**config.mk**
```make
export PLATFORM = sky130hd
export DESIGN_NAME = fork_join_ctrl
export DESIGN_NICKNAME = d
export VERILOG_FILES = /design/src/rtl/fork_join_ctrl.sv
export SDC_FILE = /design/constraint.sdc
export NUM_CORES = 1
export LEC_CHECK = 0
export BUFFER_PORTS_ARGS = -buffer_cell sky130_fd_sc_hd__buf_4
export CELL_PAD_IN_SITES_DETAIL_PLACEMENT = 1
export CELL_PAD_IN_SITES_GLOBAL_PLACEMENT = 1
export CORE_ASPECT_RATIO = 0.9
export CORE_MARGIN = 4
export CORE_UTILIZATION = 37
export DETAILED_ROUTE_END_ITERATION = 16
export PLACE_DENSITY_LB_ADDON = 0.1
export SKIP_CTS_REPAIR_TIMING = 1
export SLEW_MARGIN = 0
export SYNTH_ARGS = -nofsm -noshare
export SYNTH_HDL_FRONTEND = slang
export SYNTH_SLANG_ARGS = --single-unit
```
**constraint.sdc**
```tcl
create_clock -name clk -period 1.95 [get_ports clk]
set_input_delay 0.0975 -clock clk [delete_from_list [all_inputs] [get_ports clk]]
set_output_delay 0.0975 -clock clk [all_outputs]
set_load 0.05 [all_outputs]
```
**src/rtl/fork_join_ctrl.sv**
```systemverilog
// fork_join_ctrl
//   Launches two counting threads (A and B) together and signals the
//   downstream stage according to a join policy: wait for both (join), wait
//   for the first (join_any) or release right away (join_none). Threads that
//   outlive the join finish in DRAIN without producing another join_done.
//
// Ports
//   clk, rst          clock, asynchronous active-high reset
//   start             launch request, accepted only while idle
//   mode[1:0]         0 join, 1 join_any, 2 join_none, 3 join
//   dur_a, dur_b      thread durations in cycles (0 behaves as 1)
//   busy              high in RUN and DRAIN
//   a_active/b_active thread is still counting
//   a_done/b_done     one-cycle pulse at thread completion
//   join_done         one-cycle pulse when the join condition is met
//   start_drop        one-cycle pulse for a start seen while busy
module fork_join_ctrl #(
    parameter int CNT_W = 8
) (
    input  logic             clk,
    input  logic             rst,
    input  logic             start,
    input  logic [1:0]       mode,
    input  logic [CNT_W-1:0] dur_a,
    input  logic [CNT_W-1:0] dur_b,
    output logic             busy,
    output logic             a_active,
    output logic             b_active,
    output logic             a_done,
    output logic             b_done,
    output logic             join_done,
    output logic             start_drop
);

    typedef enum logic [1:0] {S_IDLE, S_RUN, S_DRAIN} state_t;
    typedef enum logic [1:0] {J_ALL, J_ANY, J_NONE} join_t;

    localparam logic [CNT_W-1:0] CNT_ONE = CNT_W'(1);

    state_t           state_reg, state_next;
    join_t            join_reg, join_decoded;
    logic             launch;
    logic             join_now;
    logic             join_done_reg;
    logic             start_drop_reg;

    // Per-thread state, index 0 = A, index 1 = B.
    logic [CNT_W-1:0] dur_in [2];
    logic [CNT_W-1:0] cnt_reg [2];
    logic [1:0]       active_reg;
    logic [1:0]       done_reg;
    logic [1:0]       fin;      // thread completes at this edge
    logic [1:0]       rem;      // thread still active after this edge

    assign dur_in[0] = dur_a;
    assign dur_in[1] = dur_b;

    assign launch = (state_reg == S_IDLE) && start;

    always_comb begin
        case (mode)
            2'd1:    join_decoded = J_ANY;
            2'd2:    join_decoded = J_NONE;
            default: join_decoded = J_ALL;
        endcase
    end

    genvar gi;
    generate
        for (gi = 0; gi < 2; gi++) begin : g_thread
            // A counter value of 1 means the thread finishes on this edge.
            assign fin[gi] = active_reg[gi] && (cnt_reg[gi] == CNT_ONE);
            assign rem[gi] = active_reg[gi] && !fin[gi];

            always_ff @(posedge clk or posedge rst) begin
                if (rst) begin
                    cnt_reg[gi]    <= '0;
                    active_reg[gi] <= 1'b0;
                    done_reg[gi]   <= 1'b0;
                end else begin
                    done_reg[gi] <= 1'b0;
                    if (launch) begin
                        // Duration 0 is stretched to a single cycle.
                        cnt_reg[gi]    <= (dur_in[gi] == '0) ? CNT_ONE : dur_in[gi];
                        active_reg[gi] <= 1'b1;
                    end else if (fin[gi]) begin
                        active_reg[gi] <= 1'b0;
                        done_reg[gi]   <= 1'b1;
                    end else if (active_reg[gi]) begin
                        cnt_reg[gi] <= cnt_reg[gi] - CNT_ONE;
                    end
                end
            end
        end
    endgenerate

    // Join condition, evaluated only while the join is still pending (RUN).
    // join_none fires on the first RUN edge, i.e. one edge after launch.
    always_comb begin
        join_now = 1'b0;
        if (state_reg == S_RUN) begin
            case (join_reg)
                J_ANY:   join_now = |fin;
                J_NONE:  join_now = 1'b1;
                default: join_now = ~|rem;
            endcase
        end
    end

    // State register
    always_ff @(posedge clk or posedge rst) begin
        if (rst) begin
            state_reg <= S_IDLE;
        end else begin
            state_reg <= state_next;
        end
    end

    // Next-state logic
    always_comb begin
        state_next = state_reg;
        case (state_reg)
            S_IDLE: begin
                if (launch) state_next = S_RUN;
            end
            S_RUN: begin
                if (join_now) state_next = (|rem) ? S_DRAIN : S_IDLE;
            end
            S_DRAIN: begin
                if (~|rem) state_next = S_IDLE;
            end
            default: state_next = S_IDLE;
        endcase
    end

    // Output logic
    always_comb begin
        busy = (state_reg != S_IDLE);
    end

    // Latched policy plus registered pulse outputs.
    always_ff @(posedge clk or posedge rst) begin
        if (rst) begin
            join_reg       <= J_ALL;
            join_done_reg  <= 1'b0;
            start_drop_reg <= 1'b0;
        end else begin
            if (launch) join_reg <= join_decoded;
            join_done_reg  <= join_now;
            start_drop_reg <= start && (state_reg != S_IDLE);
        end
    end

    assign a_active   = active_reg[0];
    assign b_active   = active_reg[1];
    assign a_done     = done_reg[0];
    assign b_done     = done_reg[1];
    assign join_done  = join_done_reg;
    assign start_drop = start_drop_reg;

endmodule

```
==> results of run 1 <==
-- layer usage --
metal / vias up / track usage, % / part of all wire (%) / wire length [um]
met5: - / 0 / 0 / 0
li1: 625 / - / - / -
met2: 19 / 26.75 / 50 / 1841
met1: 613 / 20.09 / 46 / 1700
met4: 0 / 3.556 / 0.46 / 17
met3: 2 / 3.524 / 4.0 / 150
-- worst min-delay path by stage --
stage,start,endpoint,slack [ns],depth (start not counted)
after floorplan,rst,a_active$_DFFE_PP0P_,0.14,1
after global routing,dur_b[2],cnt_reg[2]$_DFFE_PP0P_,0.04,3
after detailed placement,rst,cnt_reg[14]$_DFFE_PP0P_,0.19,3
after global placement,rst,cnt_reg[14]$_DFFE_PP0P_,0.19,3
final,dur_a[3],cnt_reg[11]$_DFFE_PP0P_,0.04,3
after CTS,rst,cnt_reg[14]$_DFFE_PP0P_,-0.10,3
-- through the flow --
| step | hold WS, ns | instances | power (uW) | area [sq um] | setup TNS, ns |
|---|---|---|---|---|---|
| floorplan | 0.1375 | 153 | 1973 | 1481 | 0 |
| CTS | -0.1036 | 238 | 2832 | 1874 | -0.02210 |
| global route | 0.03603 | 239 | 3073 | 1897 | 0 |
| finish | 0.04473 | 239 | 2827 | 1897 | 0 |
| detailed placement | 0.1918 | 234 | 2473 | 1819 | 0 |
| global placement | 0.1881 | 234 | 2389 | 1819 | 0 |
-- worst register-to-register path, delay by kind of cell (launching register included) --
family	cells	cell delay (ns)
simple gates	1	0.50
mux	1	0.35
fa+ha+maj	1	0.15
flops	1	0.42
compound gates	2	0.30
buf+inv	1	0.07
-- area by class of cell --
| cell class | instances | area [sq um] |
|---|---|---|
| Tap cell | 46 | 57.56 |
| Multi-Input combinational cell | 112 | 785.8 |
| Timing Repair Buffer | 41 | 310.3 |
| Inverter | 10 | 37.54 |
| Fill cell | 448 | 1887 |
| Clock buffer | 4 | 55.05 |
| Sequential cell | 26 | 650.6 |
-- Yosys cell counts (3+ instances only) --
library cell,n,area share [%]
o21ai_1,3,1.0
nand2_1,16,4.1
nor4_1,3,1.3
a21oi_1,3,1.0
xor2_1,9,5.3
or3_1,3,1.3
o21ai_0,15,5.1
ha_1,6,5.1
nor2_1,9,2.3
o211ai_1,4,2.0
a31oi_1,4,1.7
clkbuf_1,4,1.0
dfrtp_1,26,44
inv_1,10,2.5
-- kinds of logic after synthesis --
group | synth area share [%]
buffers and inverters | 3.885
and+or+nand+nor | 22.72
DFF | 43.92
xor gates and xnor gates | 6.504
muxes | 0.7601
adders and majority gates | 5.067
AOI/OAI and AO/OA | 17.14
-- report_power, final --
group          switching (uW)  leakage (uW)  internal (uW)
Clock                     166     0.0000288            180
Sequential                266      0.000314            775
Combinational             790      0.000487            650
==> results.md, run 1 <==
* Drt first pass iters at 4
* Hold WC Path Type: in -> reg
* Syn avg cell area at 9.682 sq um
* Commonest non-fill, non-tap cell in the layout: buf_4
* WP data arrival at 2.06 ns
* Vias/cell at 5.268
* First-pass GRT wire length at 6.023 mm
* Pre-CTS WS at 0.008980 ns
* CTS Sinks at 26
* Crit end category: register
* Asr flop ratio synth at 100.0%
* Stages on worst setup path at 6
* Die height at 68.03 um
* Crit path max fanout at 4
* Initial antenna violation count at 0
* Clock Latency Late Sink at 0.27 ns
* Final period util at 95.61%
* Drc violations at 0
* R2R Setup Slk at 0.09 ns
* Final hold viol count at 0
* Peak VDD IR at 0.0005552 V
* Mapped Area at 1481 sq um
* Vias in the first global route at 1269
* Most frequent cells in the layout: 40 x buf_4, 26 x dfrtp_1, 16 x nand2_1
* Finish-stage setup viols at 0
* Total global routing overflow at 0
* Worst reg2reg path depth at 6
* Max-slew headroom at 77.15%
* Hpwl dp at 2.860 mm
* Clock-pin slew on the worst setup and hold paths at 0.09 ns
* Io pins at 28
* CP max stage cell: or4b_4
* Max-Cap Viols at 0
* Crit path launch: cnt_reg[9]$_DFFE_PP0P_
* GP Congestion at 0.7492
* Final WS setup at 0.08559 ns
* Routed length per instance at 15.51 um
* Family with the most delay on the worst path: simple AND/OR/NAND/NOR gates
* Lkg Pwr at 0.0008297 uW
* Die area at 5082 sq um
* Port bufs at 27
* CP Launch Type: register
* CTS Buffer Depth at 2
* WP data required at 2.15 ns
* Crit path kind: reg -> reg
* Num CTS Buffers at 3
* Synth cell types at 42
* Main synth FF type: dfrtp_1
* Power density cells at 1490 nW/um^2
* Outcome: complete, no violations
* Final #Nets at 221
* Post-synthesis sequential area ratio at 43.92%
* H-tree depth at 1
* RSZ-0062 raised after global routing: no
* RR Endpoint: cnt_reg[9]$_DFFE_PP0P_
* Critical path capture point: cnt_reg[9]$_DFFE_PP0P_
* Slowest stage delay, CP at 0.50 ns
* DR iter-0 viols at 45
* Via count at 1259
* Fraction of layout cells with a size suffix above 1 at 29.53%
* Detailed Route WL at 3.708 mm
* Tightest Pin Transition at 0.3427 ns
* Bufs and invs on worst path at 1
* Mapped Cells at 153
* Max reg flops at 16
* #FFs+latches synth at 26
* Crit-path cells: inv_2, ha_1, or4b_4, o21ai_4, mux2_2, o21ai_1
* Synthesis Warnings at 0
* Final ANT Viol Nets at 0
* Critical R2R Launch: cnt_reg[9]$_DFFE_PP0P_
* P&R area growth vs syn at 28.04%
* Clock Tree Root: clkbuf_8
* GRT Util Overall at 15.62%
* Largest net degree at the start of global routing at 33
* Site row count at 21
* Post-layout util at 50.13%
* Max frequency at 536.4 MHz
* Clock period minus worst slack at 1.864 ns
* Initial core utilization at 39.15%
* Diodes inserted at 0
* Post-synth EDFFs at 0
* CTS tree: built
* DIE WIDTH at 74.70 um
* Syn_nets at 180
* Final max-slew violation count at 0
* Core footprint at 3784 sq um
* Final Skew at 0.001454 ns
Note: power is estimated with default switching activity, not from simulation.
==> run 2, diff against run 1 <==
--- a/config.mk
+++ b/config.mk
@@ -12,6 +12,7 @@
 export CORE_MARGIN = 4
 export CORE_UTILIZATION = 37
 export DETAILED_ROUTE_END_ITERATION = 16
+export GPL_TIMING_DRIVEN = 0
 export PLACE_DENSITY_LB_ADDON = 0.1
 export SKIP_CTS_REPAIR_TIMING = 1
 export SLEW_MARGIN = 0
==> run 2 against run 1 <==
Compared with the run above:
- the flow now finishes with violations (negative setup slack)
- critical path depth increased by 1
- die area unchanged
- fmax decreased by 6.1%
- sequential power about the same
- largest cell class unchanged
- register-to-register slack got worse by 0.12 ns
- combinational power increased by 6%
- clock skew increased by 0.0016 ns
- routed wire length increased by 8.3%
- setup slack got worse by 0.12 ns
- clock power decreased by 10%
- first-iteration DRC count decreased by 11%
- critical endpoint unchanged
==> results.md, run 2 (synthesis gave the netlist of run 1 again) <==
* Routed length per instance at 16.88 um
* Final hold viol count at 0
* Outcome: finished with violations
* Detailed Route WL at 4.017 mm
* P&R area growth vs syn at 28.89%
* Power density cells at 1510 nW/um^2
* Tightest Pin Transition at 1.026 ns
* Final TNS setup at -0.03940 ns
* CTS Buffer Depth at 2
* Non-filler cells, final at 238
* DIE WIDTH at 74.70 um
* Initial core utilization at 39.15%
* Hpwl dp at 2.862 mm
* Final period util at 101.9%
* CP Launch Type: register
* Finish-stage setup viols at 2
* Initial antenna violation count at 0
* Post-route cell area at 1909 sq um
* Io pins at 28
* Crit end category: register
* Placed Area at 1742 sq um
* WP data required at 2.16 ns
* Drc violations at 0
* Lkg Pwr at 0.0008294 uW
* Max-slew headroom at 31.52%
* Crit path max fanout at 5
* Max-Cap Viols at 0
* Clock Tree Root: clkbuf_8
* Fraction of layout cells with a size suffix above 1 at 29.69%
* Max frequency at 503.4 MHz
* Commonest non-fill, non-tap cell in the layout: buf_4
* Final WS setup at -0.03638 ns
* RSZ-0062 raised after global routing: yes
* DR iter-0 viols at 40
* Via count at 1302
* Final ANT Viol Nets at 0
* GRT Util Overall at 16.28%
* CTS tree: built
* Diodes inserted at 0
* Post-layout util at 50.46%
* Clock-pin slew on the worst setup and hold paths at 0.09 ns
* Top Layer Used: met4
* Failing checks: negative setup slack
* H-tree depth at 1
* Drt first pass iters at 4
* Core footprint at 3784 sq um
* Vias/cell at 5.471
* Routed length on met2 at 2.049 mm
* Met3 wire length at 172 um
* Site row count at 21
* Max reg flops at 16
* Peak VDD IR at 0.0005828 V
* Total global routing overflow at 0
* Die area at 5082 sq um
* Most frequent cells in the layout: 34 x buf_4, 26 x dfrtp_1, 16 x nand2_1
* Cell count after placement at 226
* Num CTS Buffers at 3
* CTS Sinks at 26
* Final #Nets at 221
* Clock period minus worst slack at 1.986 ns
* WP data arrival at 2.20 ns
* Port bufs at 27
* M1 WL at 1.763 mm
* Final Skew at 0.003013 ns
* GP Congestion at 0.7350
* First-pass GRT wire length at 6.203 mm
* Hold WC Path Type: in -> reg
* Clock Latency Late Sink at 0.27 ns
* Die height at 68.03 um
* Final max-slew violation count at 0
* Vias in the first global route at 1277
* Crit path kind: reg -> reg
* Largest net degree at the start of global routing at 27
## run 2: final timing paths
| kind | start | end | cells after the start | slack (ns) |
|---|---|---|---|---|
| hold / removal | dur_a[3] | cnt_reg[11]$_DFFE_PP0P_ | 3 | 0.04 |
| min in group asynchronous | rst | cnt_reg[10]$_DFFE_PP0P_ | 2 | 0.07 |
| max in group asynchronous | rst | state_reg[0]$_DFFE_PP0P_ | 2 | 1.26 |
| setup reg to reg | cnt_reg[9]$_DFFE_PP0P_ | cnt_reg[9]$_DFFE_PP0P_ | 7 | -0.04 |
| hold reg to reg | state_reg[1]$_DFFE_PP0P_ | start_drop$_DFF_PP0_ | 2 | 0.58 |
| setup / recovery | cnt_reg[9]$_DFFE_PP0P_ | cnt_reg[9]$_DFFE_PP0P_ | 7 | -0.04 |
## run 2: metrics by stage
step / worst slack [ns] / power, uW / hold WS, ns
2_1_floorplan: 0.05114 / 1973 / 0.1375
3_3_place_gp: -0.07671 / 2285 / 0.3090
3_5_place_dp: -0.1425 / 2356 / 0.3252
4_1_cts: -0.1803 / 2685 / 0.03107
5_1_grt: -0.07911 / 3135 / 0.03654
6_report: -0.03638 / 2883 / 0.03758
## run 2: worst max-delay path, cell delays in order (launching register included)
cell	delay, ns
dfrtp_1	0.42
inv_2	0.10
ha_4	0.13
or4b_4	0.46
buf_6	0.15
o21ai_4	0.22
mux2_4	0.33
o21ai_2	0.11
## run 2: area by class of cell
type                       count  area (sq um)
clock buffer                   3         41.29
fill                         444          1874
inverter                      10         37.54
multi-input combinational    112         807.0
sequential                    26         650.6
tap                           46         57.56
buffer                         4         23.77
timing repair buffer          37         291.5
## run 2: routing by layer
| layer | vias to the layer above | global-route usage [%] |
|---|---|---|
| met1 | 644 | 21.54 |
| met2 | 27 | 27.41 |
| met3 | 5 | 3.084 |
| met4 | 0 | 4.000 |
| li1 | 626 | - |
| met5 | - | 0 |
## run 2: where the power goes
part	leakage, uW	switching (uW)	internal (uW)	total (uW)
clock	0.0000216	171	139	310
sequential	0.000314	278	775	1050
combinational	0.000494	824	697	1520
==> run 3, diff against run 2 <==
--- a/config.mk
+++ b/config.mk
@@ -14,6 +14,7 @@
 export DETAILED_ROUTE_END_ITERATION = 16
 export GPL_TIMING_DRIVEN = 0
 export PLACE_DENSITY_LB_ADDON = 0.1
+export REMOVE_ABC_BUFFERS = 1
 export SKIP_CTS_REPAIR_TIMING = 1
 export SLEW_MARGIN = 0
 export SYNTH_ARGS = -nofsm -noshare
==> run 3 against run 2 <==
Compared with the run above:
- the flow now finishes without violations
- clock-buffer cell count did not move
- flip-flop and latch count did not move
- critical path depth fell by 1
- clock skew barely moved
- critical path type unchanged
- largest cell class unchanged
- highest routed layer unchanged
==> results.md, run 3 (synthesis gave the netlist of run 1 again) <==
* Final Skew at 0.002843 ns
* WP data required at 2.15 ns
* Worst Hold End: cnt_reg[7]$_DFFE_PP0P_
* Largest net degree at the start of global routing at 27
* Core footprint at 3784 sq um
* Final period util at 97.36%
* Finish-stage setup viols at 0
* GP Congestion at 0.7798
* Lkg Pwr at 0.0008052 uW
* Final hold viol count at 0
* Total global routing overflow at 0
* Initial antenna violation count at 0
* Final max-slew violation count at 0
* Drc violations at 0
* Final ANT Viol Nets at 0
* Peak VDD IR at 0.0005704 V
* Outcome: complete, no violations
* Detailed Route WL at 3.618 mm
* Max frequency at 526.7 MHz
* WP data arrival at 2.09 ns
* Power density cells at 1491 nW/um^2
* Via count at 1250
* Clock Tree Root: clkbuf_8
* Max reg flops at 16
* Post-layout util at 49.31%
* Critical R2R Launch: cnt_reg[9]$_DFFE_PP0P_
* DIE WIDTH at 74.70 um
* H-tree depth at 1
* Hpwl dp at 2.825 mm
* Drt first pass iters at 4
* Most frequent cells in the layout: 33 x buf_4, 26 x dfrtp_1, 16 x nand2_1
* Max-Cap Viols at 0
* DR iter-0 viols at 40
* CTS Buffer Depth at 2
* Crit end category: register
* Bufs and invs on worst path at 1
* Clock period minus worst slack at 1.898 ns
* Die height at 68.03 um
* Diodes inserted at 0
* Tightest Pin Transition at 1.001 ns
* Site row count at 21
* P&R area growth vs syn at 25.93%
* CTS Sinks at 26
* Final WS setup at 0.05154 ns
* Vias/cell at 5.388
* Hold Crit Depth at 3
* Hold Crit Start: dur_b[7]
* First-pass GRT wire length at 5.830 mm
* Hold WC Path Type: in -> reg
* Port bufs at 27
* Die area at 5082 sq um
* Crit-path cells: inv_2, ha_2, or4b_4, o21ai_4, mux2_4, o21ai_2
* Initial core utilization at 39.15%
* Routed length per instance at 15.59 um
* Crit path max fanout at 6
* Num CTS Buffers at 3
* Worst reg2reg path depth at 6
* Family with the most delay on the worst path: simple AND/OR/NAND/NOR gates
* Io pins at 28
* CP max stage cell: or4b_4
* Pre-CTS WS at -0.1752 ns
* Fraction of layout cells with a size suffix above 1 at 28.49%
* CP Launch Type: register
* CTS tree: built
* GRT Util Overall at 15.13%
* Clock Latency Late Sink at 0.26 ns
* Crit path kind: reg -> reg
* Slowest stage delay, CP at 0.52 ns
* RR Endpoint: cnt_reg[9]$_DFFE_PP0P_
* Final #Nets at 215
* Clock-pin slew on the worst setup and hold paths at 0.09 ns
* Vias in the first global route at 1273
* Max-slew headroom at 33.16%
* R2R Setup Slk at 0.05 ns
* Commonest non-fill, non-tap cell in the layout: buf_4
## run 3: cell types whose count changed in the layout (fill, tap and decap cells not counted), sizes merged
cell / previous run / this run
buf: 37 / 35
clkbuf: 7 / 3
## run 3: how the worst max path moves through the flow
stage / startpoint / to / slack, ns / cells past startpoint
2_1_floorplan: cnt_reg[9]$_DFFE_PP0P_ / cnt_reg[9]$_DFFE_PP0P_ / 0.02 / 6
3_3_place_gp: state_reg[0]$_DFFE_PP0P_ / cnt_reg[0]$_DFFE_PP0P_ / -0.27 / 4
3_5_place_dp: cnt_reg[9]$_DFFE_PP0P_ / cnt_reg[9]$_DFFE_PP0P_ / -0.18 / 6
4_1_cts: cnt_reg[9]$_DFFE_PP0P_ / cnt_reg[9]$_DFFE_PP0P_ / -0.21 / 6
5_1_grt: cnt_reg[9]$_DFFE_PP0P_ / state_reg[0]$_DFFE_PP0P_ / -0.02 / 7
6_report: cnt_reg[9]$_DFFE_PP0P_ / cnt_reg[9]$_DFFE_PP0P_ / 0.05 / 6
## run 3: metrics by stage
step	total power [uW]	instances	instance area, sq um	setup TNS (ns)	hold WS (ns)
2_1_floorplan	1956	148	1461	0	0.1375
3_3_place_gp	2250	221	1722	-3.153	0.3106
3_5_place_dp	2355	222	1737	-0.2390	0.3193
4_1_cts	2667	225	1778	-0.2928	0.03763
5_1_grt	3033	232	1866	-0.02890	0.03763
6_report	2782	232	1866	0	0.04700
## run 3: layout make-up
type,count,area [sq um]
clock buffer,3,41.29
sequential,26,650.6
fill,439,1918
multi-input combinational,112,795.8
inverter,10,37.54
timing repair buffer,35,282.8
tap,46,57.56
## run 3: where the power goes
group / internal (uW) / switching (uW)
Combinational: 659 / 774
Clock: 138 / 158
Sequential: 775 / 278
## run 3: per-layer routing
| metal | GRT usage, % | up-vias | wire (um) |
|---|---|---|---|
| met5 | 0 | - | 0 |
| met4 | 5.778 | 0 | 53 |
| met3 | 2.203 | 4 | 103 |
| met2 | 27.30 | 15 | 1915 |
| met1 | 18.11 | 619 | 1546 |
| li1 | - | 612 | - |
## run 3: worst min-delay path: cells and delay by family
kind | cells | cell delay, ns
compound gates | 1 | 0.05
simple gates | 1 | 0.05
buf+inv | 1 | 0.08
